===== config.mk =====
export PLATFORM = sky130hd
export DESIGN_NAME = ahb_imem_dmem_arbiter
export DESIGN_NICKNAME = d
export VERILOG_FILES = /design/src/rtl/ahb_pkg.sv /design/src/rtl/ahb_starve_counter.sv /design/src/rtl/ahb_imem_dmem_arbiter.sv
export SDC_FILE = /design/constraint.sdc
export NUM_CORES = 1
export LEC_CHECK = 0
export CAP_MARGIN = 20
export CORE_AREA = 2 2 112 114
export CTS_CLUSTER_SIZE = 20
export DETAILED_ROUTE_END_ITERATION = 8
export DIE_AREA = 0 0 114 116
export GPL_ROUTABILITY_DRIVEN = 0
export GPL_TIMING_DRIVEN = 0
export PLACE_DENSITY_LB_ADDON = 0.08
export SLEW_MARGIN = 20
export SYNTH_ARGS = -nofsm -noshare
export SYNTH_HDL_FRONTEND = slang
export SYNTH_HIERARCHICAL = 1
export SYNTH_SLANG_ARGS = --single-unit

===== constraint.sdc =====
create_clock -name CLK -period 4.8 [get_ports CLK]
set_input_delay 1.44 -clock CLK [delete_from_list [all_inputs] [get_ports CLK]]
set_output_delay 1.44 -clock CLK [all_outputs]
set_load 0.05 [all_outputs]

===== src/rtl/ahb_pkg.sv =====
// Shared AHB-Lite encodings and owner tags for the I/D bus arbiter.
// Imported by the arbiter top and its starvation counter.
package ahb_pkg;

    localparam logic [1:0] HTRANS_IDLE   = 2'b00;
    localparam logic [1:0] HTRANS_NONSEQ = 2'b10;

    localparam logic [2:0] HBURST_SINGLE = 3'b000;

    localparam logic [2:0] HSIZE_BYTE = 3'b000;
    localparam logic [2:0] HSIZE_HALF = 3'b001;
    localparam logic [2:0] HSIZE_WORD = 3'b010;

    localparam logic [3:0] HPROT_INST = 4'b0000;
    localparam logic [3:0] HPROT_DATA = 4'b0001;

    typedef enum logic {
        OWNER_I = 1'b0,
        OWNER_D = 1'b1
    } owner_e;

endpackage


===== src/rtl/ahb_starve_counter.sv =====
// Counts consecutive cycles a pending fetch loses arbitration and
// raises force_o once the limit is reached so fetch wins once.
module ahb_starve_counter #(
    parameter int STARVE_LIMIT = 4,
    parameter int CNT_W        = 4
) (
    input  logic clk_i,
    input  logic rst_i,
    input  logic req_i,
    input  logic gnt_i,
    output logic force_o
);

    localparam logic [CNT_W-1:0] LIM = CNT_W'(STARVE_LIMIT);

    logic [CNT_W-1:0] cnt_q;
    logic [CNT_W-1:0] cnt_d;

    always_comb begin
        cnt_d = cnt_q;
        if (gnt_i || !req_i) begin
            cnt_d = '0;
        end else if (cnt_q != LIM) begin
            cnt_d = cnt_q + 1'b1;
        end
    end

    always_ff @(posedge clk_i) begin
        if (rst_i) begin
            cnt_q <= '0;
        end else begin
            cnt_q <= cnt_d;
        end
    end

    assign force_o = (STARVE_LIMIT != 0) && (cnt_q == LIM);

endmodule


===== src/rtl/ahb_imem_dmem_arbiter.sv =====
// Shares one AHB-Lite master port between fetch (I) and data (D),
// overlapping each address phase with the previous data phase.
import ahb_pkg::*;

module ahb_imem_dmem_arbiter #(
    parameter int STARVE_LIMIT = 4,
    parameter int CNT_W        = 4
) (
    input  logic        CLK,
    input  logic        RST,
    input  logic        I_req,
    input  logic [31:0] I_addr,
    output logic        I_gnt,
    output logic        I_done,
    output logic [31:0] I_rdata,
    output logic        I_err,
    input  logic        D_req,
    input  logic [31:0] D_addr,
    input  logic        D_write,
    input  logic [2:0]  D_size,
    input  logic [31:0] D_wdata,
    output logic        D_gnt,
    output logic        D_done,
    output logic [31:0] D_rdata,
    output logic        D_err,
    output logic [31:0] HADDR,
    output logic        HWRITE,
    output logic [2:0]  HSIZE,
    output logic [2:0]  HBURST,
    output logic [1:0]  HTRANS,
    output logic        HMASTLOCK,
    output logic [3:0]  HPROT,
    output logic [31:0] HWDATA,
    input  logic [31:0] HRDATA,
    input  logic        HREADY,
    input  logic        HRESP
);

    logic   force_i;
    logic   win_i;
    logic   win_d;
    logic   err1;
    logic   act;

    logic   dp_valid_q, dp_valid_d;
    owner_e dp_owner_q, dp_owner_d;
    logic   dp_write_q, dp_write_d;
    logic [31:0] dp_wdata_q, dp_wdata_d;

    ahb_starve_counter #(
        .STARVE_LIMIT(STARVE_LIMIT),
        .CNT_W       (CNT_W)
    ) u_starve (
        .clk_i  (CLK),
        .rst_i  (RST),
        .req_i  (I_req),
        .gnt_i  (I_gnt),
        .force_o(force_i)
    );

    // First ERROR cycle: the slave expects IDLE on the address bus
    assign err1  = dp_valid_q && !HREADY && HRESP;
    assign win_i = I_req && (!D_req || force_i);
    assign win_d = D_req && !win_i;
    assign act   = (win_i || win_d) && !err1 && !RST;

    always_comb begin
        HTRANS = HTRANS_IDLE;
        HADDR  = '0;
        HWRITE = 1'b0;
        HSIZE  = '0;
        HPROT  = '0;
        if (act) begin
            HTRANS = HTRANS_NONSEQ;
            if (win_i) begin
                HADDR = I_addr;
                HSIZE = HSIZE_WORD;
                HPROT = HPROT_INST;
            end else begin
                HADDR  = D_addr;
                HWRITE = D_write;
                HSIZE  = D_size;
                HPROT  = HPROT_DATA;
            end
        end
    end

    assign I_gnt = act && win_i && HREADY;
    assign D_gnt = act && win_d && HREADY;

    always_comb begin
        dp_valid_d = dp_valid_q;
        dp_owner_d = dp_owner_q;
        dp_write_d = dp_write_q;
        dp_wdata_d = dp_wdata_q;
        if (HREADY) begin
            dp_valid_d = I_gnt || D_gnt;
            dp_owner_d = win_i ? OWNER_I : OWNER_D;
            dp_write_d = HWRITE;
            if (D_gnt && D_write) begin
                dp_wdata_d = D_wdata;
            end
        end
    end

    always_ff @(posedge CLK) begin
        if (RST) begin
            dp_valid_q <= 1'b0;
            dp_owner_q <= OWNER_D;
            dp_write_q <= 1'b0;
            dp_wdata_q <= '0;
        end else begin
            dp_valid_q <= dp_valid_d;
            dp_owner_q <= dp_owner_d;
            dp_write_q <= dp_write_d;
            dp_wdata_q <= dp_wdata_d;
        end
    end

    assign HWDATA = (dp_valid_q && dp_write_q && !RST) ? dp_wdata_q : '0;

    assign I_done = dp_valid_q && (dp_owner_q == OWNER_I) && HREADY && !RST;
    assign D_done = dp_valid_q && (dp_owner_q == OWNER_D) && HREADY && !RST;

    assign I_rdata = HRDATA;
    assign D_rdata = HRDATA;
    assign I_err   = I_done && HRESP;
    assign D_err   = D_done && HRESP;

    assign HBURST    = HBURST_SINGLE;
    assign HMASTLOCK = 1'b0;

endmodule


==> out/results.tsv <==
metric	value	unit
worst_ep_arrival_time	3220	ps
globalRouteOverflowTotal	0	
worst_pin_slew	567	ps
number_of_failing_setup_endpoints_in_the_final_timing_report	0	
timing_worst_setup_path_type	in2out	
combinationalPowerShare	41.5	%
nFillCells	1158	
synth_sequential_area_ratio	24.0	%
power.clock.fraction	31.1	%
nets	832	
yosys-top-cells-area	sky130_fd_sc_hd__dfxtp_1, sky130_fd_sc_hd__buf_4, sky130_fd_sc_hd__o211ai_1, sky130_fd_sc_hd__a21oi_1, sky130_fd_sc_hd__and2_1	
fin_crit_sh	97.1	%
synth_register_bits	39	
cts_buf_count	5	
viasPerCell	4.73	
signed_area_change_from_the_synthesized_netlist_to_the_final_layout	89.7	%
floorplan.core_area	0.0119	mm2
detail_route.first_pass.iterations	4	
worst_hold_path.num_cells	2	
netlist.top_cell.by_area	sky130_fd_sc_hd__dfxtp_1	
most_frequent_standard_cell_in_the_layout_excluding_fill_and_tap_cells	sky130_fd_sc_hd__clkdlybuf4s50_1	
net_switching_component_of_the_power	0.420	mW
power_density	199	mW/mm2
die-height	116	um
crit_path_max_fanout	10	
grt_setup_unrepaired	no	
timing.reg2reg.worst_path_depth	9	
grt_pass1_wl	18800	um
worst_setup_path_end_kind	output pin	
cts-root-to-sink-buffers	2	
final_max_slew_viol_count	0	
critPathRequiredTime	3360	ps
min_path_type	reg2reg	
ys.warnings.count	6	
internal_power	0.809	mW
syn-mean-instance-area	7.50	um2
grt_max_degree	13	
dp_area	0.00591	mm2
initial_utilization	27.3	%
maxClockFrequency	215	MHz
chipWidth	114	um
mostFrequentLayoutCells	sky130_fd_sc_hd__clkdlybuf4s50_1, sky130_fd_sc_hd__buf_4, sky130_fd_sc_hd__a21oi_1	
grtUsageTotal	17.6	%
number_of_unique_standard_cell_types_used_by_synthesis	41	
outcome	finished, final reports clean	
finalCoreUtilization	51.8	%
boundaryPins	286	
power.sequential.fraction	27.4	%
initial_antenna_violation_count	0	
drc	0	
final_cell_area	0.00617	mm2
clkTransAtPathRegs	50	ps
detail-route-antenna-nets	0	
max_cap_violations	0	
hpwl	10200	um
cts_setup_buffers	0	
routed_wl	12600	um
detail_route.wl_per_cell	15.0	um
htree_num_levels	2	
floorplan.rows	40	
insertion_delay	280	ps
power.switching_fraction	34.2	%
diodes	0	
initialDrtViolationCount	288	
synth.top_cell.area_share	24.0	%
cts.sink_count	39	
power.static_leakage	2.43	nW
syn-instance-count	434	
postCtsResizedCells	203	
finalHoldViolCount	0	
area_enclosed_by_the_die_boundary	0.0132	mm2
via_count_of_the_first_global_routing_pass	3808	
io_buffers	244	
max_slew_margin	62.4	%
fin_skew	7.32	ps
mappedNetlistArea	0.00325	mm2
fin_crit	4660	ps
post_cts_hold_buffer_count	0	
start_kind	input pin	
irDropWorstVdd	0.179	mV
root_buffer	sky130_fd_sc_hd__clkbuf_16	
vias	3971	
cts_tree	yes	
drive_gt1_share	27.7	%
critical path, stage by stage:
cell	delay [ps]
sky130_fd_sc_hd__clkdlybuf4s50_1	510
sky130_fd_sc_hd__clkbuf_4	220
sky130_fd_sc_hd__nor2_2	70
sky130_fd_sc_hd__a311oi_4	390
sky130_fd_sc_hd__and3_1	210
sky130_fd_sc_hd__clkdlybuf4s18_2	360
cells in the mapped netlist, drive strengths merged:
cell type / count
dfxtp: 39
buf: 98
nor2b: 2
o2111ai: 1
and4b: 1
o21a: 1
o21ai: 34
nor3: 3
a311oi: 1
a211o: 1
xnor2: 2
and3: 3
o211ai: 64
nand3b: 1
nand2: 2
nor4: 1
and3b: 2
ha: 2
and2: 35
nand3: 33
a21oi: 67
nor2: 6
clkinv: 3
a211oi: 1
inv: 4
nand4b: 1
conb: 1
a31o: 1
or3b: 1
mux2i: 2
clkbuf: 21
logic make-up after synthesis:
group	after synthesis	share of synthesized area (%)
flops	39	24.0
compound gates	171	32.2
other cells	1	0.115
xor+xnor	2	0.539
mux	2	0.615
buf+inv	126	25.1
fa+ha+maj	2	0.769
simple gates	91	16.7
path summary, 6_finish.rpt:
check / to / start / slack [ps]
max: HSIZE[0] / I_req / 140
min: dp_wdata_q[9]$_SDFFE_PP0P_ / dp_wdata_q[9]$_SDFFE_PP0P_ / 470
max reg2reg: u_starve/cnt_q[0]$_SDFFE_PP0P_ / u_starve/cnt_q[0]$_SDFFE_PP0P_ / 2600
min reg2reg: dp_wdata_q[9]$_SDFFE_PP0P_ / dp_wdata_q[9]$_SDFFE_PP0P_ / 470
power by group through the flow:
stage | clock (mW) | sequential [mW] | combinational (mW)
after global placement | 0 | 0.343 | 0.514
final | 0.382 | 0.337 | 0.510
after global routing | 0.408 | 0.337 | 0.535
after detailed placement | 0 | 0.343 | 0.516
after floorplan | 0 | 0.342 | 0.314
after CTS | 0.391 | 0.336 | 0.511
sequential cells by signal, indices dropped and copies added, names as in the netlist:
name / count
dp_owner_q: 1
dp_valid_q: 1
dp_wdata_q: 32
dp_write_q: 1
u_starve/cnt_q: 4
area by class of cell:
type / count / area, um2 / share of cell area [%]
clock buffers: 6 / 139 / 2.25
inverters: 7 / 27.5 / 0.446
well taps: 147 / 184 / 2.98
clock inverters: 2 / 35.0 / 0.568
plain buffers: 119 / 803 / 13.0
multi-input cells: 276 / 1690 / 27.5
repair buffers: 244 / 2510 / 40.6
flip-flops and latches: 39 / 781 / 12.7
per-layer routing:
metal / GRT usage [%] / part of all wire [%] / vias to the layer above
li1: - / - / 1989
met1: 20.4 / 39 / 1780
met2: 31.6 / 50 / 190
met3: 5.81 / 9.6 / 12
met4: 4.07 / 1.5 / 0
met5: 0 / 0 / -
per-stage QoR:
stage	instances	power [mW]	hold slack, ps	worst slack (ps)	TNS (ps)
after floorplan	441	0.656	432	68.0	0
after global placement	832	0.857	443	-435	-23010
after detailed placement	832	0.859	462	-423	-23610
after CTS	840	1.24	469	-3.88	-3.88
after global routing	840	1.28	492	11.8	0
final	840	1.23	468	142	0
No activity file was read; power rests on OpenSTA's default activity.
